<file path="src/rtl/uart_receiver.sv">
// uart_receiver: 8N1 UART receiver with its own bit-period counter, re-aligned
// on every start-bit falling edge; emits rx_done / frame_error strobes.
module uart_receiver #(
    parameter int DATA_WIDTH   = 8,
    parameter int CLKS_PER_BIT = 5208,
    parameter int CNT_WIDTH    = 13
) (
    input  logic                  clock,
    input  logic                  reset,
    input  logic                  rx,
    output logic [DATA_WIDTH-1:0] rx_data,
    output logic                  rx_done,
    output logic                  frame_error,
    output logic                  rx_busy
);
    localparam int IW = (DATA_WIDTH > 1) ? $clog2(DATA_WIDTH) : 1;
    localparam logic [CNT_WIDTH-1:0] HALF_M1 = CNT_WIDTH'(CLKS_PER_BIT / 2 - 1);
    localparam logic [CNT_WIDTH-1:0] FULL_M1 = CNT_WIDTH'(CLKS_PER_BIT - 1);
    localparam logic [IW-1:0] LAST_IDX = IW'(DATA_WIDTH - 1);

    typedef enum logic [2:0] {IDLE, START, DATA, STOP, WAIT_IDLE} state_t;

    state_t                state_q, state_d;
    logic [CNT_WIDTH-1:0]  cnt_q, cnt_d;
    logic [IW-1:0]         idx_q, idx_d;
    logic [DATA_WIDTH-1:0] shift_q, shift_d;
    logic [DATA_WIDTH-1:0] data_q, data_d;
    logic                  done_q, done_d;
    logic                  ferr_q, ferr_d;
    logic                  sync1_q, rx_s;

    always_ff @(posedge clock or posedge reset) begin
        if (reset) begin
            sync1_q <= 1'b1;
            rx_s    <= 1'b1;
            state_q <= IDLE;
            cnt_q   <= '0;
            idx_q   <= '0;
            shift_q <= '0;
            data_q  <= '0;
            done_q  <= 1'b0;
            ferr_q  <= 1'b0;
        end else begin
            sync1_q <= rx;
            rx_s    <= sync1_q;
            state_q <= state_d;
            cnt_q   <= cnt_d;
            idx_q   <= idx_d;
            shift_q <= shift_d;
            data_q  <= data_d;
            done_q  <= done_d;
            ferr_q  <= ferr_d;
        end
    end

    always_comb begin
        state_d = state_q;
        cnt_d   = cnt_q + 1'b1;
        idx_d   = idx_q;
        shift_d = shift_q;
        data_d  = data_q;
        done_d  = 1'b0;
        ferr_d  = 1'b0;
        case (state_q)
            IDLE: begin
                cnt_d = '0;
                if (!rx_s) state_d = START;
            end
            START: begin
                if (cnt_q == HALF_M1) begin
                    cnt_d   = '0;
                    idx_d   = '0;
                    state_d = rx_s ? IDLE : DATA;
                end
            end
            DATA: begin
                if (cnt_q == FULL_M1) begin
                    cnt_d   = '0;
                    shift_d = {rx_s, shift_q[DATA_WIDTH-1:1]};
                    if (idx_q == LAST_IDX) state_d = STOP;
                    else idx_d = idx_q + 1'b1;
                end
            end
            STOP: begin
                if (cnt_q == FULL_M1) begin
                    cnt_d   = '0;
                    data_d  = rx_s ? shift_q : data_q;
                    done_d  = rx_s;
                    ferr_d  = !rx_s;
                    state_d = rx_s ? IDLE : WAIT_IDLE;
                end
            end
            WAIT_IDLE: begin
                // a stuck-low line must not restart frames until it returns high
                cnt_d = '0;
                if (rx_s) state_d = IDLE;
            end
            default: begin
                cnt_d   = '0;
                state_d = IDLE;
            end
        endcase
    end

    assign rx_data     = data_q;
    assign rx_done     = done_q;
    assign frame_error = ferr_q;
    assign rx_busy     = (state_q != IDLE);
endmodule

</file>
<file path="config.mk">
export PLATFORM = sky130hd
export DESIGN_NAME = uart_receiver
export DESIGN_NICKNAME = d
export VERILOG_FILES = /design/src/rtl/uart_receiver.sv
export SDC_FILE = /design/constraint.sdc
export NUM_CORES = 1
export LEC_CHECK = 0
export ABC_AREA = 1
export CAP_MARGIN = 5
export CORE_UTILIZATION = 44
export CTS_BUF_LIST = sky130_fd_sc_hd__clkbuf_16
export DETAILED_ROUTE_END_ITERATION = 16
export PLACE_DENSITY_LB_ADDON = 0.1
export REMOVE_ABC_BUFFERS = 1
export SLEW_MARGIN = 20
export SYNTH_ARGS = -nofsm -noshare
export SYNTH_HDL_FRONTEND = slang
export SYNTH_SLANG_ARGS = --single-unit
</file>
<file path="constraint.sdc">
create_clock -name clock -period 2.6 [get_ports clock]
set_input_delay 0.78 -clock clock [delete_from_list [all_inputs] [get_ports clock]]
set_output_delay 0.78 -clock clock [all_outputs]
set_load 0.1 [all_outputs]
</file>
* After elaboration in Yosys (flattened, before gate mapping) *
Cells that the tools add are included.

storage, ports and cells
  register bits = 39
  bits of input ports = 3
  output and inout port bits = 11
  logic and storage cells = 54

cells by class
  muxes and demuxes = 20
  reductions and logical operators = 9
  eq/ne operators = 14
  $add $sub $neg = 2

operator list
  kind                                              count
  two-way mux 3 bit                                 10
  two-way mux 13 bit                                2
  case mux 13 bit (2 select lines)                  1
  case mux 3 bit (5 select lines)                   1
  inequality test 2 bit (second input constant)     7
  adder 13 x 1 -> 13 bit (second input constant)    1
  == test 13 x 12 -> 1 bit (second input constant)  1
  == test 13 bit (second input constant)            1
  == test 3 x 2 -> 1 bit (second input constant)    2
  == test 3 bit (second input constant)             2
  case mux 3 bit (2 select lines)                   1
  AND reduction 6 bit                               1
  two-way mux 1 bit                                 4
  AND reduction 4 bit                               1
  adder 3 x 1 -> 3 bit (second input constant)      1
  == test 3 x 1 -> 1 bit (second input constant)    1
  logical NOT 3 bit                                 1
  AND reduction 3 bit                               1
  nonzero test 3 bit                                1
  two-way mux 2 bit                                 1
  AND reduction 2 bit                               1
  nonzero test 2 bit                                1
  OR reduction 2 bit                                1
  logical NOT 1 bit                                 1

* Longest topological paths before layout *
Gate-level depths: netlist of run 1.

  depth after elaboration = 4
  gate-level depth with buffers = 10
  depth with buffers taken out = 10

* Least setup slack after synthesis of run 1 *
No wires, ideal clock.

  path type = register to output
  start point = register state_q[0]
  end point = output port rx_busy
  path slack = 0.649 ns
  stages on the path, launching flop included = 3
  data required time = 1.820 ns
  path buffers = 0
  arrival = 1.171 ns
  cells stage by stage = dfrtp_1 nor2_1 nand2_1

between the ends
  cells in the longest elaborated chain, start to end = 1

ends and longest elaborated chain
  element                   line  source
  start: declaration        23    state_t state_q, state_d;
  start signal: assignment  46    state_q <= state_d;
  nonzero test 3 bit        108   assign rx_busy = (state_q != IDLE);
  end: declaration          14    output logic rx_busy

Every way passes these cells.

* Final worst setup path of run 1 *
Same ends and word-level chain as after synthesis.

==> impl_metrics.prom, run 1 <==
# TYPE chip_impl_metric gauge
chip_impl_info{name="timing.critical_path.max_delay_family",value="flip-flops"} 1
chip_impl_metric{name="synth_area",unit="um^2"} 1990
chip_impl_metric{name="worstHoldPathCells",unit=""} 0
chip_impl_metric{name="critPathMaxStageDelay",unit="ns"} 0.45
chip_impl_metric{name="top_level_ports",unit=""} 14
chip_impl_metric{name="final_layout_size_suffix_gt1_frac",unit=""} 0.223
chip_impl_metric{name="cp_num_buf_inv",unit=""} 1
chip_impl_metric{name="final_min_period_over_clock_period",unit=""} 0.771
chip_impl_metric{name="detailedRoute.firstPassIterationCount",unit=""} 4
chip_impl_metric{name="slew_viol_final",unit=""} 0
chip_impl_metric{name="detailed_place_hpwl",unit="mm"} 2.34
chip_impl_info{name="r2r-start",value="cnt_q[0]"} 1
chip_impl_metric{name="worst_ep_required_time",unit="ns"} 1.82
chip_impl_metric{name="routed-via-count",unit=""} 1403
chip_impl_metric{name="synth_seq_area_share",unit=""} 0.492
chip_impl_metric{name="floorplan.die.width",unit="um"} 69.2
chip_impl_info{name="synth_flop_cell",value="dfrtp_1"} 1
chip_impl_metric{name="synth_cell_type_count",unit=""} 25
chip_impl_metric{name="period_minus_slack",unit="ns"} 2.01
chip_impl_metric{name="yosysWarnings",unit=""} 0
chip_impl_info{name="cp_class",value="register to primary output"} 1
chip_impl_metric{name="fp.coreArea",unit="um^2"} 4350
chip_impl_metric{name="routabilityCongestion",unit=""} 0.866
chip_impl_info{name="outcome",value="complete, no violations"} 1
chip_impl_info{name="setup.worst_path.start_class",value="register"} 1
chip_impl_metric{name="setup_viol",unit=""} 0
chip_impl_metric{name="maxCapViolations",unit=""} 0
chip_impl_metric{name="timing.critical_path.fanout_max",unit=""} 6
chip_impl_info{name="cp-end-kind",value="primary output"} 1
chip_impl_metric{name="worst_slew_pin_slew",unit="ns"} 0.482
chip_impl_info{name="worst_min_delay_path_endpoint",value="rx_s"} 1
chip_impl_metric{name="met2_length",unit="mm"} 1.40
chip_impl_metric{name="antenna-diode-count",unit=""} 0
chip_impl_metric{name="globalRouteTotalUtil",unit=""} 0.161
chip_impl_metric{name="route.antenna.remaining_nets",unit=""} 0
chip_impl_metric{name="grt_pass1_wl",unit="mm"} 6.11
chip_impl_metric{name="max_freq",unit="MHz"} 499
chip_impl_info{name="tritoncts_clock_tree",value="done"} 1
chip_impl_metric{name="avgRoutedWirePerCell",unit="um"} 10.9
chip_impl_metric{name="first_global_vias",unit=""} 1362
chip_impl_info{name="cpMaxStageDelayCell",value="dfrtp_1"} 1
chip_impl_metric{name="floorplan.initialDensity",unit=""} 0.457
chip_impl_metric{name="ys_seq_elements",unit=""} 39
chip_impl_metric{name="wirelength_met1",unit="mm"} 1.70
chip_impl_metric{name="ctsLongestPathBuffers",unit=""} 2
chip_impl_info{name="holdCritPathClass",value="register to register"} 1
chip_impl_info{name="clk_root_buffer_cell",value="clkbuf_16"} 1
chip_impl_metric{name="antenna_found_initial",unit=""} 0
chip_impl_metric{name="htree_levels",unit=""} 2
chip_impl_metric{name="drc_errors",unit=""} 0
chip_impl_info{name="most-common-layout-cells",value="nand2_1 (58), dfrtp_1 (37), inv_1 (35), nor2_1 (17)"} 1
chip_impl_metric{name="cts_num_sinks",unit=""} 39
chip_impl_metric{name="finalClockSkew",unit="ns"} 0.00327
chip_impl_metric{name="numCtsBuffers",unit=""} 5
chip_impl_metric{name="route.final.wire_length",unit="mm"} 3.26
chip_impl_metric{name="detailed_route_vias_per_instance",unit=""} 4.69
chip_impl_metric{name="seqCellArea",unit="um^2"} 978
chip_impl_info{name="min-delay-start",value="sync1_q"} 1
chip_impl_metric{name="worst_setup_hold_path_clk_slew",unit="ns"} 0.05
chip_impl_metric{name="timing.hold.ws",unit="ns"} 0.356
chip_impl_info{name="critical_path.cell_chain",value="nor2_1 > nand2_1 > buf_4"} 1
chip_impl_metric{name="leakage",unit="nW"} 1.06
chip_impl_metric{name="post_cts_resize_count",unit=""} 0
chip_impl_info{name="rr_endpoint",value="cnt_q[11]"} 1
chip_impl_metric{name="reg2regPathDepth",unit=""} 8
chip_impl_metric{name="final-hold-violation-count",unit=""} 0
chip_impl_metric{name="clkLatencyLatePin",unit="ns"} 0.27
chip_impl_metric{name="areaGrowthSynthToFinish",unit="%"} 13.6
chip_impl_metric{name="drtIter0Drc",unit=""} 66
chip_impl_metric{name="die-area",unit="um^2"} 4790
chip_impl_metric{name="synthesis.area_per_instance",unit="um^2"} 8.72
chip_impl_metric{name="setup.reg_to_reg.worst_slack",unit="ns"} 0.84
chip_impl_metric{name="vdd_drop_max",unit="mV"} 0.282
chip_impl_metric{name="port-buffer-count",unit=""} 13
chip_impl_metric{name="synthArstFlopShare",unit=""} 1.00
chip_impl_metric{name="synth-edff-count",unit=""} 0
chip_impl_metric{name="multi_input_comb_area",unit="um^2"} 836
chip_impl_metric{name="globalRouteOverflowTotal",unit=""} 0
chip_impl_metric{name="placement_rows",unit=""} 24
chip_impl_info{name="routed.top_layer",value="met4"} 1
chip_impl_metric{name="number_of_buffers_inserted_by_hold_repair_at_cts",unit=""} 0
chip_impl_metric{name="met3RoutedLength",unit="um"} 133
chip_impl_info{name="layout.cells.most_common",value="nand2_1"} 1
chip_impl_metric{name="grt_start_max_net_pins",unit=""} 40
chip_impl_metric{name="crit_arrival",unit="ns"} 1.23
chip_impl_metric{name="post_cts.repair.setup_buffers",unit=""} 0
chip_impl_metric{name="final.setup.tns",unit="ns"} 0
chip_impl_metric{name="total_power_divided_by_cell_area",unit="nW/um^2"} 526
chip_impl_metric{name="chipHeight",unit="um"} 69.2
chip_impl_metric{name="design.final.nets",unit=""} 252
chip_impl_info{name="unrepaired_setup_endpoints_after_global_routing",value="no"} 1
chip_impl_metric{name="nFillCells",unit=""} 404
chip_impl_metric{name="max-slew-margin-rel",unit=""} 0.679
chip_impl_metric{name="syn-instance-count",unit=""} 228
==> routing by layer <==
layer | up-vias | global-route usage
met5 | - | 0
met3 | 4 | 0.0465
met1 | 622 | 0.229
met2 | 26 | 0.232
li1 | 751 | -
met4 | 0 | 0.0612
==> cells by family (layout without fill, tap and decap cells) <==
group / Yosys count / after routing / synth area share
buffers and inverters: 38 / 57 / 0.0875
and+or+nand+nor: 115 / 115 / 0.275
adders and majority gates: 3 / 3 / 0.0189
xor gates and xnor gates: 7 / 7 / 0.0308
DFF: 39 / 39 / 0.492
AOI/OAI and AO/OA: 26 / 26 / 0.0957
==> synth_stat cells (2+ instances only) <==
library cell  instances  share of area
nor2_2                9          0.028
buf_6                 2          0.011
nor2_1               17          0.032
nand3_2               2          0.010
inv_2                 2         0.0038
inv_1                33          0.062
nand3_1              15          0.038
dfrtp_1              37           0.47
nor2_4                4          0.023
o21ai_0               7          0.018
xor2_1                6          0.026
nor3_1                3         0.0075
o21ai_2              15          0.066
and3_1                2         0.0063
nand4_1               2         0.0063
a21oi_1               2         0.0050
ha_1                  3          0.019
nand2_1              58           0.11
nand2_2               2         0.0063
dfstp_2               2          0.026
==> area by class of cell <==
| cell class | count | area share |
|---|---|---|
| clock buffers | 5 | 0.0554 |
| well taps | 52 | 0.0288 |
| inverters | 35 | 0.0582 |
| multi-input cells | 151 | 0.370 |
| flip-flops and latches | 39 | 0.433 |
| repair buffers | 14 | 0.0488 |
| clock inverters | 3 | 0.00554 |
==> how the worst max path moves through the flow <==
stage | from | slack (ns) | end | cells after the start
floorplan | state_q[0] | 0.65 | rx_busy | 2
global placement | cnt_q[0] | 0.85 | cnt_q[11] | 8
detailed placement | cnt_q[0] | 0.81 | cnt_q[11] | 8
CTS | state_q[0] | 0.59 | rx_busy | 3
global route | state_q[0] | 0.51 | rx_busy | 3
finish | state_q[0] | 0.59 | rx_busy | 3
==> where the power goes <==
group / total (W) / switching (W) / leakage [nW] / internal (W)
registers: 0.000611 / 0.00000106 / 0.523 / 0.000610
logic: 0.0000173 / 0.0000130 / 0.464 / 0.00000430
clock network: 0.000559 / 0.000213 / 0.0762 / 0.000346
total: 0.00119 / 0.000227 / 1.06 / 0.000960
==> state kept, by name, indices dropped and copies added, names as in the netlist <==
signal       count
cnt_q           13
rx_data          8
shift_q          8
idx_q            3
state_q          3
frame_error      1
rx_done          1
rx_s             1
sync1_q          1
==> worst register-to-register path: cells and delay by family (launching register included) <==
kind / cells / cell delay [ns]
flip-flops: 1 / 0.37
adder cells (fa/ha/maj): 1 / 0.26
AND/OR/NAND/NOR: 7 / 1.01
==> metrics by stage <==
stage               std cells  power [W]  worst slack [ns]  utilization  cell area (um^2)
detailed placement        291   0.000641             0.809        0.487              2120
CTS                       299    0.00121             0.588        0.519              2260
finish                    299    0.00119             0.595        0.519              2260
global placement          291   0.000641             0.855        0.487              2120
floorplan                 225   0.000632             0.649            -              1950
global route              299    0.00124             0.508        0.519              2260
No activity file was read; power rests on OpenSTA's default activity.
==> run 2, diff against run 1 <==
==> constraint.sdc (replaced) <==
create_clock -name clock -period 2.04 [get_ports clock]
set_input_delay 0.612 -clock clock [delete_from_list [all_inputs] [get_ports clock]]
set_output_delay 0.612 -clock clock [all_outputs]
set_load 0.1 [all_outputs]
==> run 2 against run 1 <==
Wire length up 2.0%. Sequential power increased by 27%. Critical path type unchanged. Clock power grew 58%. Hold slack worse by 0.0012 ns.
==> impl_metrics.prom, run 2 (synthesized netlist as in run 1, its figures left out) <==
# TYPE chip_impl_metric gauge
chip_impl_metric{name="final-hold-violation-count",unit=""} 0
chip_impl_metric{name="antenna-diode-count",unit=""} 0
chip_impl_info{name="clk_root_buffer_cell",value="clkbuf_16"} 1
chip_impl_metric{name="route.final.wire_length",unit="mm"} 3.33
chip_impl_metric{name="number_of_buffers_inserted_by_hold_repair_at_cts",unit=""} 0
chip_impl_info{name="max_flop_register",value="cnt_q"} 1
chip_impl_metric{name="switching_power_as_a_share_of_total_power",unit=""} 0.194
chip_impl_metric{name="fin_area",unit="um^2"} 2440
chip_impl_metric{name="critPathMaxStageDelay",unit="ns"} 0.46
chip_impl_metric{name="placement_rows",unit=""} 24
chip_impl_metric{name="worst_slew_pin_slew",unit="ns"} 0.439
chip_impl_metric{name="period_minus_slack",unit="ns"} 1.87
chip_impl_metric{name="drc_errors",unit=""} 0
chip_impl_metric{name="crit_arrival",unit="ns"} 1.26
chip_impl_info{name="holdCritPathClass",value="register to register"} 1
chip_impl_metric{name="drtIter0Drc",unit=""} 74
chip_impl_metric{name="post_cts_resize_count",unit=""} 0
chip_impl_metric{name="chipHeight",unit="um"} 69.2
chip_impl_metric{name="htree_levels",unit=""} 2
chip_impl_metric{name="floorplan.initialDensity",unit=""} 0.457
chip_impl_info{name="most-common-layout-cells",value="nand2_1 (58), dfrtp_1 (37), inv_1 (33), nor2_1 (17)"} 1
chip_impl_metric{name="final.setup.tns",unit="ns"} 0
chip_impl_info{name="setup.worst_path.start_class",value="register"} 1
chip_impl_metric{name="cell_internal_pwr",unit="W"} 0.00136
chip_impl_metric{name="combinationalPowerShare",unit=""} 0.015
chip_impl_info{name="cpMaxStageDelayCell",value="dfrtp_1"} 1
chip_impl_metric{name="detailedRoute.firstPassIterationCount",unit=""} 4
chip_impl_info{name="outcome",value="complete, no violations"} 1
chip_impl_metric{name="worst_ep_required_time",unit="ns"} 1.43
chip_impl_metric{name="globalRouteOverflowTotal",unit=""} 0
chip_impl_metric{name="dp_worst_setup_slack",unit="ns"} 0.257
chip_impl_metric{name="finalClockSkew",unit="ns"} 0.00799
chip_impl_metric{name="vdd_drop_max",unit="mV"} 0.444
chip_impl_metric{name="areaGrowthSynthToFinish",unit="%"} 22.7
chip_impl_metric{name="clk_pwr_share",unit=""} 0.524
chip_impl_metric{name="grt_pass1_wl",unit="mm"} 5.93
chip_impl_metric{name="floorplan.die.width",unit="um"} 69.2
chip_impl_metric{name="power.sequential.fraction",unit=""} 0.461
chip_impl_metric{name="detailed_route_vias_per_instance",unit=""} 4.79
chip_impl_metric{name="detailed_place.area",unit="um^2"} 2270
chip_impl_info{name="layout.cells.most_common",value="nand2_1"} 1
chip_impl_metric{name="port-buffer-count",unit=""} 13
chip_impl_metric{name="leakage",unit="nW"} 1.11
chip_impl_metric{name="slew_viol_final",unit=""} 0
chip_impl_metric{name="numCtsBuffers",unit=""} 5
chip_impl_metric{name="worst_setup_hold_path_clk_slew",unit="ns"} 0.06
chip_impl_metric{name="grt_start_max_net_pins",unit=""} 40
chip_impl_metric{name="clkLatencyLatePin",unit="ns"} 0.29
chip_impl_metric{name="fp.coreArea",unit="um^2"} 4350
chip_impl_metric{name="maxCapViolations",unit=""} 0
chip_impl_metric{name="p_sw",unit="W"} 0.000328
chip_impl_metric{name="route.antenna.remaining_nets",unit=""} 0
chip_impl_metric{name="globalRouteTotalUtil",unit=""} 0.159
chip_impl_metric{name="max_freq",unit="MHz"} 536
chip_impl_metric{name="setup.reg_to_reg.worst_slack",unit="ns"} 0.26
chip_impl_info{name="timing.critical_path.max_delay_family",value="flip-flops"} 1
chip_impl_metric{name="timing.critical_path.fanout_max",unit=""} 6
chip_impl_metric{name="routabilityCongestion",unit=""} 0.908
chip_impl_metric{name="die-area",unit="um^2"} 4790
chip_impl_metric{name="final_min_period_over_clock_period",unit=""} 0.915
chip_impl_metric{name="largest_reg_flops",unit=""} 13
chip_impl_info{name="tritoncts_clock_tree",value="done"} 1
chip_impl_metric{name="routed-via-count",unit=""} 1431
chip_impl_metric{name="cp_num_buf_inv",unit=""} 1
chip_impl_metric{name="antenna_found_initial",unit=""} 0
chip_impl_metric{name="cts_num_sinks",unit=""} 39
chip_impl_metric{name="post_cts.repair.setup_buffers",unit=""} 0
chip_impl_metric{name="total_power_divided_by_cell_area",unit="nW/um^2"} 692
chip_impl_metric{name="top_level_ports",unit=""} 14
chip_impl_metric{name="design.final.nets",unit=""} 252
chip_impl_info{name="cp_class",value="register to primary output"} 1
chip_impl_metric{name="max-slew-margin-rel",unit=""} 0.707
chip_impl_info{name="unrepaired_setup_endpoints_after_global_routing",value="no"} 1
chip_impl_metric{name="detailed_place_hpwl",unit="mm"} 2.38
chip_impl_metric{name="avgRoutedWirePerCell",unit="um"} 11.1
chip_impl_info{name="cp-end-kind",value="primary output"} 1
chip_impl_metric{name="final_layout_size_suffix_gt1_frac",unit=""} 0.231
chip_impl_metric{name="ctsLongestPathBuffers",unit=""} 2
chip_impl_metric{name="fin_ws",unit="ns"} 0.173
chip_impl_metric{name="setup_viol",unit=""} 0
chip_impl_metric{name="first_global_vias",unit=""} 1326
chip_impl_info{name="critical_path.cell_chain",value="nor2_1 > nand2_1 > buf_12"} 1
run 2: cell types whose count changed in the layout (fill, tap and decap cells not counted), sizes merged:
cell    change
bufinv      +1
inv         -2
clkinv      +1
run 2: worst paths after layout:
check | from | endpoint | depth (start not counted)
setup reg to reg | cnt_q[0] | cnt_q[11] | 8
setup / recovery | state_q[0] | rx_busy | 3
min in group asynchronous | reset | cnt_q[12] | 3
hold / removal | sync1_q | rx_s | 0
hold reg to reg | sync1_q | rx_s | 0
max in group asynchronous | reset | sync1_q | 3
run 2: power by group through the flow:
stage | combinational, W | clock, W | sequential, W
finish | 0.0000255 | 0.000885 | 0.000779
global placement | 0.0000271 | 0 | 0.000792
CTS | 0.0000275 | 0.000906 | 0.000779
detailed placement | 0.0000275 | 0 | 0.000793
floorplan | 0.0000135 | 0 | 0.000792
global route | 0.0000298 | 0.000943 | 0.000778
run 2: layout make-up:
class                           instances  area [um^2]
Fill cell                             384         1910
Sequential cell                        39          978
Multi-Input combinational cell        151          836
Timing Repair Buffer                   14          260
Inverter                               35          131
Clock buffer                            5          125
Tap cell                               52         65.1
Clock inverter                          3         43.8
run 2: metal layers:
layer | vias to the layer above | part of all wire | global-route usage | wire [um]
li1 | 741 | - | - | -
met1 | 660 | 0.50 | 0.210 | 1660
met2 | 24 | 0.44 | 0.233 | 1450
met3 | 6 | 0.043 | 0.0567 | 143
met4 | 0 | 0.020 | 0.0748 | 68
met5 | - | 0 | 0 | 0
run 2: worst reg2reg max path: stages, from the launching register on:
cell     delay (ns)
dfrtp_1        0.37
ha_1           0.27
nand2_2        0.13
nor2_1         0.12
nand3_1        0.10
nand2_1        0.10
nand2_2        0.09
nor2_4         0.36
nor2_1         0.11
run 2: stage by stage:
step	std cells	utilization	power [W]	hold WS, ns
2_1_floorplan	225	-	0.000806	0.345
3_3_place_gp	291	0.522	0.000820	0.346
3_5_place_dp	291	0.522	0.000820	0.348
4_1_cts	299	0.560	0.00171	0.356
5_1_grt	299	0.560	0.00175	0.357
6_report	299	0.560	0.00169	0.355
==> run 3, diff against run 2 <==
--- a/config.mk
+++ b/config.mk
@@ -5,7 +5,6 @@
 export SDC_FILE = /design/constraint.sdc
 export NUM_CORES = 1
 export LEC_CHECK = 0
-export ABC_AREA = 1
 export CAP_MARGIN = 5
 export CORE_UTILIZATION = 44
 export CTS_BUF_LIST = sky130_fd_sc_hd__clkbuf_16
==> constraint.sdc (replaced) <==
create_clock -name clock -period 1.72 [get_ports clock]
set_input_delay 0.516 -clock clock [delete_from_list [all_inputs] [get_ports clock]]
set_output_delay 0.516 -clock clock [all_outputs]
set_load 0.1 [all_outputs]
==> run 3 against run 2 <==
The flow now finishes with violations (negative setup slack). Wire length increased by 16%. Hold slack is essentially flat. Flip-flop and latch count unchanged. Global-route usage is 4.9 points higher. Total power is 26% higher. Clock skew shrank 0.0011 ns. Synthesized area shrank 9.9%. Setup slack worse by 0.55 ns. Non-clock buffer count rose by 32. Critical path type is now register to register. Largest cell class unchanged.
==> impl_metrics.prom, run 3 <==
# TYPE chip_impl_metric gauge
chip_impl_info{name="timing.critical_path.max_delay_family",value="simple AND/OR/NAND/NOR gates"} 1
chip_impl_info{name="tritoncts_clock_tree",value="done"} 1
chip_impl_info{name="cpMaxStageDelayCell",value="or4_4"} 1
chip_impl_metric{name="dp_worst_setup_slack",unit="ns"} -0.549
chip_impl_info{name="synth_top_cells_by_area",value="dfrtp_1 (52%), mux2_2 (10%), dfstp_2 (2.9%)"} 1
chip_impl_info{name="synth_flop_cell",value="dfrtp_1"} 1
chip_impl_metric{name="p_sw",unit="W"} 0.000365
chip_impl_info{name="worst_setup_path_endpoint",value="idx_q[0]"} 1
chip_impl_metric{name="combinationalPowerShare",unit=""} 0.013
chip_impl_metric{name="route.antenna.remaining_nets",unit=""} 0
chip_impl_metric{name="reg2regPathDepth",unit=""} 5
chip_impl_metric{name="final_layout_size_suffix_gt1_frac",unit=""} 0.487
chip_impl_metric{name="final-hold-violation-count",unit=""} 0
chip_impl_info{name="failed_checks",value="negative setup slack"} 1
chip_impl_metric{name="worst_slew_pin_slew",unit="ns"} 0.413
chip_impl_metric{name="grt_start_max_net_pins",unit=""} 40
chip_impl_metric{name="total_power_divided_by_cell_area",unit="nW/um^2"} 789
chip_impl_info{name="cp_class",value="register to register"} 1
chip_impl_metric{name="routed-via-count",unit=""} 1312
chip_impl_metric{name="ys_seq_elements",unit=""} 39
chip_impl_metric{name="synth-edff-count",unit=""} 0
chip_impl_metric{name="leakage",unit="nW"} 1.18
chip_impl_info{name="cp-end-kind",value="register"} 1
chip_impl_metric{name="setup_viol",unit=""} 37
chip_impl_metric{name="power.sequential.fraction",unit=""} 0.436
chip_impl_metric{name="synth_area",unit="um^2"} 1790
chip_impl_metric{name="fp.coreArea",unit="um^2"} 3770
chip_impl_metric{name="antenna-diode-count",unit=""} 0
chip_impl_info{name="rr_endpoint",value="idx_q[0]"} 1
chip_impl_metric{name="drtIter0Drc",unit=""} 33
chip_impl_metric{name="first_global_vias",unit=""} 1360
chip_impl_metric{name="cp.depth",unit=""} 5
chip_impl_info{name="unrepaired_setup_endpoints_after_global_routing",value="yes"} 1
chip_impl_metric{name="vdd_drop_max",unit="mV"} 0.602
chip_impl_info{name="synth.largest_area_cell",value="dfrtp_1"} 1
chip_impl_metric{name="switching_power_as_a_share_of_total_power",unit=""} 0.172
chip_impl_metric{name="timing.critical_path.fanout_max",unit=""} 3
chip_impl_metric{name="timing.hold.ws",unit="ns"} 0.355
chip_impl_info{name="setup.worst_path.start_class",value="register"} 1
chip_impl_metric{name="setup.reg_to_reg.worst_slack",unit="ns"} -0.38
chip_impl_metric{name="areaGrowthSynthToFinish",unit="%"} 50.1
chip_impl_metric{name="synthesis.area_per_instance",unit="um^2"} 12.1
chip_impl_info{name="r2r-start",value="cnt_q[0]"} 1
chip_impl_metric{name="cts_num_sinks",unit=""} 39
chip_impl_metric{name="crit_arrival",unit="ns"} 2.26
chip_impl_metric{name="cell_internal_pwr",unit="W"} 0.00176
chip_impl_metric{name="finalClockSkew",unit="ns"} 0.00686
chip_impl_metric{name="detailed_route_vias_per_instance",unit=""} 5.40
chip_impl_info{name="synth.top_cells.by_count",value="dfrtp_1 (37), mux2_2 (16), nor2_1 (14)"} 1
chip_impl_metric{name="synth_seq_area_share",unit=""} 0.546
chip_impl_metric{name="fin_ws",unit="ns"} -0.381
chip_impl_info{name="outcome",value="complete, but fails checks"} 1
chip_impl_info{name="max_flop_register",value="cnt_q"} 1
chip_impl_metric{name="synthArstFlopShare",unit=""} 1.00
chip_impl_metric{name="floorplan.die.width",unit="um"} 65.8
chip_impl_info{name="clk_root_buffer_cell",value="clkbuf_16"} 1
chip_impl_metric{name="port-buffer-count",unit=""} 13
chip_impl_info{name="critical_path.cell_chain",value="ha_2 > or3b_1 > or4_4 > a221o_1 > mux2_4"} 1
chip_impl_metric{name="largest_reg_flops",unit=""} 13
chip_impl_metric{name="top_level_ports",unit=""} 14
chip_impl_metric{name="htree_levels",unit=""} 2
chip_impl_metric{name="worst_setup_hold_path_clk_slew",unit="ns"} 0.06
chip_impl_metric{name="final_min_period_over_clock_period",unit=""} 1.22
chip_impl_metric{name="worstHoldPathCells",unit=""} 0
chip_impl_metric{name="globalRouteOverflowTotal",unit=""} 0
chip_impl_metric{name="floorplan.initialDensity",unit=""} 0.475
chip_impl_info{name="most-common-layout-cells",value="dfrtp_1 (37), buf_4 (27), buf_12 (13), mux2_4 (9), mux2_2 (8)"} 1
chip_impl_metric{name="route.final.wire_length",unit="mm"} 3.88
chip_impl_metric{name="ctsLongestPathBuffers",unit=""} 2
chip_impl_metric{name="yosysWarnings",unit=""} 0
chip_impl_info{name="layout.cells.most_common",value="dfrtp_1"} 1
chip_impl_metric{name="grt_pass1_wl",unit="mm"} 6.53
chip_impl_metric{name="critPathMaxStageDelay",unit="ns"} 0.46
chip_impl_metric{name="detailedRoute.firstPassIterationCount",unit=""} 4
chip_impl_metric{name="number_of_buffers_inserted_by_hold_repair_at_cts",unit=""} 0
chip_impl_metric{name="syn-instance-count",unit=""} 148
chip_impl_metric{name="slew_viol_final",unit=""} 0
chip_impl_metric{name="period_minus_slack",unit="ns"} 2.10
chip_impl_metric{name="drc_errors",unit=""} 0
chip_impl_metric{name="max-slew-margin-rel",unit=""} 0.721
chip_impl_metric{name="synth_cell_type_count",unit=""} 40
chip_impl_metric{name="avgRoutedWirePerCell",unit="um"} 15.9
chip_impl_metric{name="design.final.nets",unit=""} 200
chip_impl_info{name="startpoint",value="cnt_q[0]"} 1
chip_impl_metric{name="globalRouteTotalUtil",unit=""} 0.208
chip_impl_metric{name="antenna_found_initial",unit=""} 0
chip_impl_metric{name="synth_top_area_frac",unit=""} 0.517
chip_impl_info{name="synth.most_common_cell",value="dfrtp_1"} 1
chip_impl_metric{name="layout.core_utilization",unit=""} 0.713
chip_impl_metric{name="placement_rows",unit=""} 22
chip_impl_info{name="min-delay-start",value="sync1_q"} 1
chip_impl_metric{name="routabilityCongestion",unit=""} 0.809
chip_impl_info{name="holdCritPathClass",value="register to register"} 1
chip_impl_metric{name="clkLatencyLatePin",unit="ns"} 0.28
chip_impl_metric{name="die-area",unit="um^2"} 4330
chip_impl_metric{name="maxCapViolations",unit=""} 0
chip_impl_metric{name="numCtsBuffers",unit=""} 5
chip_impl_metric{name="max_freq",unit="MHz"} 476
chip_impl_metric{name="worst_ep_required_time",unit="ns"} 1.88
chip_impl_metric{name="detailed_place_hpwl",unit="mm"} 2.31
chip_impl_metric{name="chipHeight",unit="um"} 65.8
chip_impl_metric{name="cp_num_buf_inv",unit=""} 0
chip_impl_metric{name="clk_pwr_share",unit=""} 0.551
==> run 3: cell types whose count changed after synthesis, sizes merged, moves of 3 or more <==
cell / previous run / this run
mux2: 0 / 17
nor2: 30 / 15
nor4bb: 0 / 3
nor2b: 0 / 5
nand3: 17 / 7
o21ai: 22 / 1
nand4: 2 / 5
nand2: 60 / 4
inv: 35 / 4
xnor2: 1 / 6
==> run 3: what timing repair did <==
action                                  4_1_cts  5_1_grt
resized for setup                            22       21
pin swaps                                     7       13
endpoints found under the setup margin       38       38
setup buffers                                 2        4
gates cloned                                  1        0
==> run 3: cell type report <==
class	count	area, um^2
clock buffers	5	125
clock inverters	3	63.8
fillers	249	1080
inverters	4	15.0
multi-input cells	98	918
flip-flops and latches	39	978
well taps	48	60.1
repair buffers	46	528
==> run 3: power groups by stage <==
| stage | logic, W | registers [W] | clock network [W] |
|---|---|---|---|
| floorplan | 0.0000135 | 0.000940 | 0 |
| finish | 0.0000272 | 0.000925 | 0.00117 |
| global placement | 0.0000280 | 0.000941 | 0 |
| detailed placement | 0.0000289 | 0.000940 | 0 |
| global route | 0.0000320 | 0.000925 | 0.00124 |
| CTS | 0.0000288 | 0.000924 | 0.00119 |
==> run 3: cell families after synthesis <==
group | share of synthesized area
compound gates | 0.0391
simple gates | 0.194
flops | 0.546
xor+xnor | 0.0538
fa+ha+maj | 0.0210
buf+inv | 0.0314
mux | 0.115
==> run 3: worst register-to-register path, delay by kind of cell (launching register included) <==
| family | cells | cell delay (ns) |
|---|---|---|
| AND/OR/NAND/NOR | 2 | 0.80 |
| flip-flops | 1 | 0.36 |
| AO/OA/AOI/OAI | 1 | 0.36 |
| multiplexers | 1 | 0.27 |
| adder cells (fa/ha/maj) | 1 | 0.19 |
==> run 3: metrics by stage <==
step | instance area [um^2] | std cells | total power (W) | setup TNS (ns)
2_1_floorplan | 1750 | 141 | 0.000953 | -22.30
3_3_place_gp | 2260 | 228 | 0.000969 | -15.85
3_5_place_dp | 2260 | 228 | 0.000969 | -17.43
4_1_cts | 2580 | 239 | 0.00214 | -11.36
5_1_grt | 2690 | 243 | 0.00219 | -14.42
6_report | 2690 | 243 | 0.00212 | -11.07
==> run 3: worst min path at each step <==
| stage | to | slack (ns) |
|---|---|---|
| floorplan | rx_s | 0.35 |
| global placement | rx_s | 0.35 |
| detailed placement | rx_s | 0.35 |
| CTS | rx_s | 0.36 |
| global route | rx_s | 0.36 |
| finish | rx_s | 0.36 |
==> run 3: layer usage <==
layer,share of wire,track usage,vias to the layer above
li1,-,-,621
met1,0.46,0.262,665
met2,0.50,0.344,22
met3,0.027,0.0569,4
met4,0.0088,0.0652,0
met5,0,0,-
